### src/rtl/hamming_12_8_encoder_tx_if.sv
// rtl/hamming_12_8_encoder_tx_if.sv - byte intake handshake for the Hamming(12,8) transmitter
interface hamming_12_8_encoder_tx_if;
  logic       in_valid;
  logic       in_ready;
  logic [7:0] data_in;
  logic       inj_en;
  logic [3:0] inj_pos;

  modport master (
    output in_valid,
    output data_in,
    output inj_en,
    output inj_pos,
    input  in_ready
  );

  modport slave (
    input  in_valid,
    input  data_in,
    input  inj_en,
    input  inj_pos,
    output in_ready
  );
endinterface

### src/rtl/hamming_12_8_encoder_tx.sv
// rtl/hamming_12_8_encoder_tx.sv - Hamming(12,8) encoder with one-deep buffer and framed serial output
module hamming_12_8_encoder_tx #(
  parameter int CLKS_PER_BIT = 4
) (
  input  logic                       clk,
  input  logic                       rst_n,
  hamming_12_8_encoder_tx_if.slave   bus,
  output logic [11:0]                cw_out,
  output logic                       cw_valid,
  output logic                       tx_line,
  output logic                       busy
);

  localparam int CW = (CLKS_PER_BIT > 1) ? $clog2(CLKS_PER_BIT) : 1;

  typedef enum logic [1:0] {IDLE, START, DATA, STOP} state_t;

  state_t        state, state_d;
  logic [CW-1:0] clk_cnt, clk_cnt_d;
  logic [3:0]    bit_cnt, bit_cnt_d;
  logic [11:0]   shreg, shreg_d;
  logic [11:0]   buf_q;
  logic          buf_full;
  logic          unload;
  logic          accept;
  logic          tick;
  logic [11:0]   inj_mask;
  logic [11:0]   enc_word;

  // Layout p1..p12 = P1 P2 D1 P4 D2 D3 D4 P8 D5 D6 D7 D8, so the receiver's
  // syndrome value directly names the flipped position.
  function automatic logic [11:0] encode(input logic [7:0] d);
    logic p1, p2, p4, p8;
    p1 = d[0] ^ d[1] ^ d[3] ^ d[4] ^ d[6];
    p2 = d[0] ^ d[2] ^ d[3] ^ d[5] ^ d[6];
    p4 = d[1] ^ d[2] ^ d[3] ^ d[7];
    p8 = d[4] ^ d[5] ^ d[6] ^ d[7];
    return {d[7:4], p8, d[3:1], p4, d[0], p2, p1};
  endfunction

  always_comb begin
    inj_mask = '0;
    if (bus.inj_en && (bus.inj_pos >= 4'd1) && (bus.inj_pos <= 4'd12))
      inj_mask[bus.inj_pos - 4'd1] = 1'b1;
  end

  assign enc_word     = encode(bus.data_in) ^ inj_mask;
  assign bus.in_ready = ~buf_full;
  assign accept       = bus.in_valid & ~buf_full;
  assign tick         = (clk_cnt == CW'(CLKS_PER_BIT - 1));
  assign busy         = buf_full | (state != IDLE);

  always_comb begin
    state_d   = state;
    clk_cnt_d = clk_cnt;
    bit_cnt_d = bit_cnt;
    shreg_d   = shreg;
    unload    = 1'b0;
    case (state)
      IDLE: begin
        if (buf_full) begin
          state_d   = START;
          unload    = 1'b1;
          clk_cnt_d = '0;
        end
      end
      START: begin
        if (tick) begin
          clk_cnt_d = '0;
          bit_cnt_d = 4'd0;
          state_d   = DATA;
        end else begin
          clk_cnt_d = clk_cnt + CW'(1);
        end
      end
      DATA: begin
        if (tick) begin
          clk_cnt_d = '0;
          shreg_d   = {1'b0, shreg[11:1]};
          if (bit_cnt == 4'd11) begin
            bit_cnt_d = 4'd0;
            state_d   = STOP;
          end else begin
            bit_cnt_d = bit_cnt + 4'd1;
          end
        end else begin
          clk_cnt_d = clk_cnt + CW'(1);
        end
      end
      STOP: begin
        if (tick) begin
          clk_cnt_d = '0;
          // A waiting codeword goes straight into the next start bit, no idle gap.
          if (buf_full) begin
            state_d = START;
            unload  = 1'b1;
          end else begin
            state_d = IDLE;
          end
        end else begin
          clk_cnt_d = clk_cnt + CW'(1);
        end
      end
      default: state_d = IDLE;
    endcase
    if (unload)
      shreg_d = buf_q;
  end

  always_ff @(posedge clk) begin
    if (!rst_n) begin
      state   <= IDLE;
      clk_cnt <= '0;
      bit_cnt <= '0;
      shreg   <= '0;
    end else begin
      state   <= state_d;
      clk_cnt <= clk_cnt_d;
      bit_cnt <= bit_cnt_d;
      shreg   <= shreg_d;
    end
  end

  // Load and unload cannot coincide: accept needs an empty buffer, unload a full one.
  always_ff @(posedge clk) begin
    if (!rst_n) begin
      buf_q    <= '0;
      buf_full <= 1'b0;
      cw_out   <= '0;
      cw_valid <= 1'b0;
    end else begin
      cw_valid <= accept;
      if (accept) begin
        buf_q    <= enc_word;
        buf_full <= 1'b1;
        cw_out   <= enc_word;
      end else if (unload) begin
        buf_full <= 1'b0;
      end
    end
  end

  always_comb begin
    tx_line = 1'b1;
    case (state)
      START:   tx_line = 1'b0;
      DATA:    tx_line = shreg[0];
      default: tx_line = 1'b1;
    endcase
  end

endmodule

### src/flat_wrapper.sv
// flat-port wrapper written by rule: the top's interface ports become plain ports
module hamming_12_8_encoder_tx_flat 
#(
  parameter int CLKS_PER_BIT = 4
)
  (clk, rst_n, cw_out, cw_valid, tx_line, busy, bus_in_valid, bus_data_in, bus_inj_en, bus_inj_pos, bus_in_ready);
  hamming_12_8_encoder_tx_if bus_i ();
  input  logic clk;
  input  logic rst_n;
  output logic [11:0] cw_out;
  output logic cw_valid;
  output logic tx_line;
  output logic busy;
  input wire logic [$bits(bus_i.in_valid)-1:0] bus_in_valid;
  input wire logic [$bits(bus_i.data_in)-1:0] bus_data_in;
  input wire logic [$bits(bus_i.inj_en)-1:0] bus_inj_en;
  input wire logic [$bits(bus_i.inj_pos)-1:0] bus_inj_pos;
  output wire logic [$bits(bus_i.in_ready)-1:0] bus_in_ready;
  assign bus_i.in_valid = bus_in_valid;
  assign bus_i.data_in = bus_data_in;
  assign bus_i.inj_en = bus_inj_en;
  assign bus_i.inj_pos = bus_inj_pos;
  assign bus_in_ready = bus_i.in_ready;
  hamming_12_8_encoder_tx #(.CLKS_PER_BIT(CLKS_PER_BIT)) u_core (.clk(clk), .rst_n(rst_n), .bus(bus_i), .cw_out(cw_out), .cw_valid(cw_valid), .tx_line(tx_line), .busy(busy));
endmodule
### config.mk
export PLATFORM = sky130hd
export DESIGN_NAME = hamming_12_8_encoder_tx_flat
export DESIGN_NICKNAME = d
export VERILOG_FILES = /design/src/rtl/hamming_12_8_encoder_tx_if.sv /design/src/rtl/hamming_12_8_encoder_tx.sv /design/src/flat_wrapper.sv
export SDC_FILE = /design/constraint.sdc
export NUM_CORES = 1
export LEC_CHECK = 0
export ABC_AREA = 1
export CORE_MARGIN = 2
export CORE_UTILIZATION = 30
export DETAILED_ROUTE_END_ITERATION = 8
export GPL_TIMING_DRIVEN = 0
export PLACE_DENSITY_LB_ADDON = 0.15
export SLEW_MARGIN = 10
export SYNTH_ARGS = -nofsm -noshare
export SYNTH_HDL_FRONTEND = slang
export SYNTH_SLANG_ARGS = --single-unit
### constraint.sdc
create_clock -name clk -period 3.1 [get_ports clk]
set_input_delay 0.62 -clock clk [delete_from_list [all_inputs] [get_ports clk]]
set_output_delay 0.62 -clock clk [all_outputs]
set_load 0.02 [all_outputs]
=== Word level (Yosys, flattened, before mapping) ===
Cells that the tools add are included.

* Flip-flop bits (word level): 34
* Input bits: 16
* Output and inout bits: 16
* Word-level logic and storage cells: 81

* Add/sub/neg operators: 3
* $lt $le $gt $ge: 4
* Equality and inequality tests: 10
* Mux-type cells: 26
* Bitwise gates (word level): 18
* Reductions and logical operators: 13

{| class="wikitable"
|+ Operators by type and width
! operator !! number
|-
| $mux 12 || 4
|-
| $mux 2 || 7
|-
| $xor 1x1->1 || 14
|-
| $mux 4 || 3
|-
| $xor 12x12->12 || 1
|-
| $ne 2x1->1 const B || 5
|-
| $reduce_bool 2->1 || 5
|-
| $ge 4x1->1 const B || 2
|-
| $pmux 2 s4 || 1
|-
| $pmux 4 s2 || 1
|-
| $eq 2x2->1 const B || 3
|-
| $mux 1 || 6
|-
| $lt 4x5->1 const B || 1
|-
| $reduce_and 5->1 || 1
|-
| $add 4x1->4 const B || 1
|-
| $demux 1 s4 || 1
|-
| $eq 4x4->1 const B || 1
|-
| $le 4x4->1 const B || 1
|-
| $pmux 1 s2 || 2
|-
| $pmux 2 s2 || 1
|-
| $sub 4x1->4 const B || 1
|-
| $logic_and 1x1->1 || 3
|-
| $reduce_and 3->1 || 1
|-
| $reduce_or 3->1 || 1
|-
| 7 further kinds || 7
|}

=== Depth between registers and ports, before layout ===
Gate-level depths: netlist (run 1).

* Word-level depth: 7
* Gate-level depth with buffers: 12
* Mapped depth without buffers: 11

=== Least setup slack after synthesis (run 1) ===
OpenSTA, ideal clock, no wires.

* Kind: register to output
* Start: register u_core.state[0]
* End: output tx_line
* Arrival: 1.219 ns
* Required time: 2.480 ns
* Slack: 1.261 ns
* Cell stages (with the launch flop): 4
* Buffers on the path: 0
* Cells stage by stage: dfxtp_1 inv_1 ha_1 o21ai_0

* Longest elaborated chain between the ends: 2
* Elaborated cells on any way between the ends: 3

{| class="wikitable"
|+ RTL lines
! item !! RTL line !! text
|-
| from (decl) || hamming_12_8_encoder_tx.sv:18 || <nowiki>state_t state, state_d;</nowiki>
|-
| from (signal assigned) || hamming_12_8_encoder_tx.sv:117 || <nowiki>state <= state_d;</nowiki>
|-
| $eq 2x2->1 or $eq 2x1->1 (tied branches) || hamming_12_8_encoder_tx.sv:145 || <nowiki>case (state)</nowiki>
|-
| $pmux 1 s2 (*) || hamming_12_8_encoder_tx.sv:145 ||
|-
| to (decl) || flat_wrapper.sv:12 || <nowiki>output logic tx_line;</nowiki>
|}

Mark *: on every way between the ends. The rest lies on a longest branch, timed or not.

=== Worst setup path in the final report (run 1) ===
Same ends and word-level chain as after synthesis.

==> out/metrics.yaml, run 1 <==
status: "finished, final reports clean"
path_cells: "inv_1 -> ha_1 -> o21ai_0 -> clkdlybuf4s50_1"
syn-instance-count: 320
drt_iter0_drc: 93
reg2reg_slack_ns: 1.27
holdBufCountCts: 0
syn_nets: 343
cts_tree: "done"
synth_edf_count: 0
cts_buffer_depth: 2
synth_async_sr_flop_share_pct: 0
core_area_um2: 6910
die_h_um: 89.0
synthFlopType: "dfxtp_1"
grt_pass1_vias: 1974
yosysMostFrequentCell: "nand2_1"
rsz0062_at_grt: "no"
skew_ns: 0.00674
critPathKind: "register to primary output"
root_buffer: "clkbuf_8"
synth_top_area_cell: "dfxtp_1"
cts_buffers: 5
nets: 376
worstMarginPinSlew_ns: 0.525
placed_cells: 442
setup_tns_ns: 0
overflow: 0
slowest_stage: "clkdlybuf4s50_1"
cpPeakStageDelay_ns: 0.62
insertion_delay_ns: 0.29
cts_sinks: 34
die-area_um2: 7910
ys_seq_elements: 34
powerDensity_nw_per_um2: 582
critPathMaxFanout: 6
top_level_ports: 32
netlist_area_um2: 2170
clkTransAtPathRegs_ns: 0.07
cts_setup_buffers: 0
row_count: 30
synthTopCellsByArea: "dfxtp_1 31%, nand2_1 12%, inv_1 8.7%"
final_layout_size_suffix_gt1_share_pct: 10.2
routabilityCongestion: 0.839
wl_per_cell_um: 11.7
synth_cell_types: 31
die_width_um: 89.0
cts_resized: 0
seq_area_frac_synth_pct: 31.4
grt_pass1_wl_mm: 9.17
worstPathRequired_ns: 2.48
period_minus_slack_ns: 2.52
io_buffers: 26
crit_path_start: "u_core.state[0]$_SDFFE_PN0P_"
final_max_slew_viol_count: 0
relSlewSlack_pct: 65.0
worstPathArrival_ns: 1.90
ir_worst_vdd_v: 0.000199
area_delta_synth_final_pct: 22.6
critPathCaptureType: "primary output"
finalHoldViolations: 0
grt_antenna_before_repair: 0
finalNonFillerCells: 450
vias: 2073
period_share_pct: 81.3
reg2reg_to: "u_core.shreg[5]$_SDFFE_PN0P_"
syn_area_per_cell_um2: 6.77
power.leakage_uw: 0.00118
dp_hpwl_mm: 4.04
worstReg2RegStart: "u_core.state[0]$_SDFFE_PN0P_"
antenna_cells: 0
drv_cap: 0
finalSetupViolCount: 0
r2r_cells: 7
synthTopCellsByCount: "67 x nand2_1, 50 x inv_1, 34 x dfxtp_1, 27 x a21oi_1"
final_core_util_pct: 38.4
dr.pass1.iters: 4
fmaxAchievable_mhz: 397
hold_slack_ns: 0.467
via_per_inst: 4.61
drc_errors: 0
endpoint: "tx_line"
grt_usage_pct: 15.0
grt_start_max_net_pins: 12
htreeDepth: 2
yosys_warnings: 0
ant_nets: 0
yosysTopAreaCellShare_pct: 31.4
initial_utilization_pct: 31.4
wirelength_mm: 5.26
worst_setup_path_start_kind: "register"
hold_class: "register to register"
## how the worst min path moves through the flow
| stage | slack [ns] | cells past startpoint | endpoint | from |
|---|---|---|---|---|
| after floorplan | 0.44 | 2 | u_core.shreg[1]$_SDFFE_PN0P_ | u_core.shreg[1]$_SDFFE_PN0P_ |
| after global placement | 0.45 | 2 | u_core.shreg[10]$_SDFFE_PN0P_ | u_core.shreg[10]$_SDFFE_PN0P_ |
| after detailed placement | 0.46 | 2 | u_core.shreg[8]$_SDFFE_PN0P_ | u_core.shreg[8]$_SDFFE_PN0P_ |
| after CTS | 0.47 | 2 | u_core.shreg[3]$_SDFFE_PN0P_ | u_core.shreg[3]$_SDFFE_PN0P_ |
| after global routing | 0.48 | 2 | u_core.shreg[5]$_SDFFE_PN0P_ | u_core.shreg[5]$_SDFFE_PN0P_ |
| final | 0.47 | 2 | u_core.shreg[5]$_SDFFE_PN0P_ | u_core.shreg[5]$_SDFFE_PN0P_ |
## layout make-up
| class | instances | area (um^2) |
|---|---|---|
| buffer | 13 | 110 |
| fill | 771 | 4250 |
| tap | 96 | 120 |
| sequential | 34 | 681 |
| inverter | 54 | 203 |
| clock buffer | 5 | 68.8 |
| clock inverter | 3 | 40.0 |
| timing repair buffer | 26 | 260 |
| multi-input combinational | 219 | 1170 |
## cell usage in the layout (no fill, tap or decap), drive strengths merged
cell type       n
a211oi          1
a21oi          27
a31oi          11
buf             9
bufinv          1
clkbuf          9
clkdlybuf4s50  26
clkinv          3
dfxtp          34
ha              7
inv            53
nand2          71
nand2b          1
nand3          23
nand4          11
nor2           27
nor3            7
o211ai          3
o21ai          20
xnor2           7
xor2            3
## sequential cells by signal (all words and copies together), names as in the netlist
signal and cells:
u_core.bit_cnt 4, u_core.clk_cnt 2, u_core.buf_full 1, u_core.cw_valid 1, u_core.state 2, u_core.cw_out 12, u_core.shreg 12
## power breakdown
group | leakage (uW) | internal, uW | switching (uW) | total, uW
sequential | 0.000279 | 502 | 48.8 | 551
combinational | 0.000846 | 235 | 356 | 591
clock | 0.0000579 | 237 | 166 | 402
## logic make-up (layout without fill, tap and decap cells)
family	Yosys count	count (layout)	share of synthesized area (%)
simple gates	140	140	29.9
compound gates	62	62	16.1
fa+ha+maj	7	7	4.04
buf+inv	67	101	14.4
flops	34	34	31.4
xor+xnor	10	10	4.04
## layer usage
metal | vias to the layer above | global-route usage, % | part of all wire [%]
met4 | 0 | 4.88 | 0.87
li1 | 1101 | - | -
met3 | 6 | 2.77 | 4.5
met5 | - | 0 | 0
met1 | 921 | 22.1 | 52
met2 | 45 | 22.1 | 42
## worst max-delay path, delay by kind of cell, from the launching register on
| family | cells | cell delay [ns] |
|---|---|---|
| compound gates | 1 | 0.17 |
| flops | 1 | 0.42 |
| buf+inv | 2 | 0.73 |
| fa+ha+maj | 1 | 0.29 |
## metrics by stage
stage / worst slack (ns) / area, um^2 / total power [uW]
after floorplan: 1.26 / 2170 / 962
after global placement: 0.892 / 2550 / 1150
after detailed placement: 0.884 / 2550 / 1150
after CTS: 0.559 / 2660 / 1560
after global routing: 0.448 / 2660 / 1660
final: 0.579 / 2660 / 1540
(Power assumes the default switching activity.)
==> run 2, diff against run 1 <==
==> constraint.sdc (replaced) <==
create_clock -name clk -period 2.17 [get_ports clk]
set_input_delay 0.434 -clock clk [delete_from_list [all_inputs] [get_ports clk]]
set_output_delay 0.434 -clock clk [all_outputs]
set_load 0.02 [all_outputs]
==> run 2 against run 1 <==
Against the previous run: hold slack stayed put; clock power is 43% higher; sequential power is 43% higher; setup slack worse by 0.38 ns; sequential share of layout area is 0.059 points higher; non-clock buffer count stayed put; largest cell class unchanged.
==> out/metrics.yaml, run 2 (synthesis gave the netlist of run 1 again) <==
status: "finished, final reports clean"
drv_cap: 0
antenna_cells: 0
powerDensity_nw_per_um2: 827
drc_errors: 0
layout.area.seq_um2: 682
die-area_um2: 7910
top_level_ports: 32
area_delta_synth_final_pct: 22.5
fmaxAchievable_mhz: 506
critPathMaxFanout: 6
critPathKind: "register to primary output"
skew_ns: 0.00674
holdBufCountCts: 0
cts_buffers: 5
io_buffers: 26
period_minus_slack_ns: 1.97
wl_per_cell_um: 11.7
fillers: 771
cts_tree: "done"
crit_path_start: "u_core.state[0]$_SDFFE_PN0P_"
worstMarginPinSlew_ns: 0.525
die_h_um: 89.0
cts_sinks: 34
dp_hpwl_mm: 4.04
hold_class: "register to register"
worst_setup_path_start_kind: "register"
grt_antenna_before_repair: 0
via_per_inst: 4.61
wirelength_mm: 5.26
drt_iter0_drc: 93
clkTransAtPathRegs_ns: 0.07
path_cells: "inv_1 -> ha_1 -> o21ai_0 -> dlygate4sd2_1"
grt_usage_pct: 15.0
ant_nets: 0
dr.pass1.iters: 4
final_layout_size_suffix_gt1_share_pct: 10.5
nets: 376
htreeDepth: 2
cts_setup_buffers: 0
ir_worst_vdd_v: 0.000285
power.leakage_uw: 0.00118
period_share_pct: 91.0
worstHoldStart: "u_core.shreg[5]$_SDFFE_PN0P_"
relSlewSlack_pct: 65.0
root_buffer: "clkbuf_8"
finalSetupViolCount: 0
cts_buffer_depth: 2
hold_slack_ns: 0.467
initial_utilization_pct: 31.4
rsz0062_at_grt: "no"
grt_pass1_vias: 1974
grt_start_max_net_pins: 12
dpl_cell_area_um2: 2550
die_width_um: 89.0
row_count: 30
worstPathArrival_ns: 1.54
layout_common_cells: "67 x nand2_1, 50 x inv_1, 33 x dfxtp_1, 27 x a21oi_1, 24 x clkdlybuf4s50_1"
overflow: 0
insertion_delay_ns: 0.29
worstReg2RegStart: "u_core.state[1]$_SDFFE_PN0P_"
vias: 2073
routabilityCongestion: 0.839
setup_tns_ns: 0
critPathCaptureType: "primary output"
final_common_cell: "nand2_1"
design_area_um2: 2650
reg_top3: "u_core.cw_out: 12 flops, u_core.shreg: 12 flops, u_core.bit_cnt: 4 flops"
core_area_um2: 6910
cpPeakStageDelay_ns: 0.38
final_max_slew_viol_count: 0
multi_input_area_um2: 1170
slowest_stage: "dfxtp_2"
worstPathRequired_ns: 1.74
finalHoldViolations: 0
grt_pass1_wl_mm: 9.17
## run 2: changes by cell type in the layout (fill, tap and decap cells not counted)
cell	before	now
dfxtp_2	0	1
clkdlybuf4s50_1	26	24
dfxtp_1	34	33
dlygate4sd2_1	0	2
## run 2: area by class of cell
cell class                      instances  area share [%]
Multi-Input combinational cell        219            44.2
Tap cell                               96            4.53
Timing Repair Buffer                   26            9.71
Sequential cell                        34            25.7
Clock inverter                          3            1.51
Buffer                                 13            4.15
Clock buffer                            5            2.59
Inverter                               54            7.64
## run 2: where the power goes
part / switching, uW / internal [uW]
Sequential: 69.7 / 719
Combinational: 508 / 322
Clock: 237 / 338
## run 2: worst max-delay path, delay by kind of cell, from the launching register on
kind	cells	cell delay (ns)
AOI/OAI and AO/OA	1	0.16
adders and majority gates	1	0.28
buffers and inverters	2	0.43
DFF	1	0.38
## run 2: worst paths after layout
kind	to	slack [ns]	depth (start not counted)
hold / removal	u_core.shreg[5]$_SDFFE_PN0P_	0.47	2
setup reg to reg	u_core.shreg[5]$_SDFFE_PN0P_	0.42	7
setup / recovery	tx_line	0.20	4
hold reg to reg	u_core.shreg[5]$_SDFFE_PN0P_	0.47	2
## run 2: what timing repair did
| item | CTS | global route |
|---|---|---|
| gates cloned | 0 | 0 |
| gates resized for setup | 2 | 1 |
| setup endpoints to repair | 2 | 1 |
## run 2: routing by layer
metal	up-vias	part of all wire (%)	GRT usage (%)
met5	-	0	0
met4	0	0.87	4.88
met3	6	4.6	2.77
met2	45	42	22.1
met1	921	52	22.1
li1	1101	-	-
## run 2: stage by stage
stage / util (%) / setup slack, ns / instances / power [uW]
global placement: 36.9 / 0.148 / 442 / 1640
CTS: 38.4 / 0.100 / 450 / 2220
finish: 38.4 / 0.195 / 450 / 2190
global route: 38.4 / 0.0926 / 450 / 2360
detailed placement: 36.9 / 0.140 / 442 / 1650
floorplan: - / 0.517 / 320 / 1370
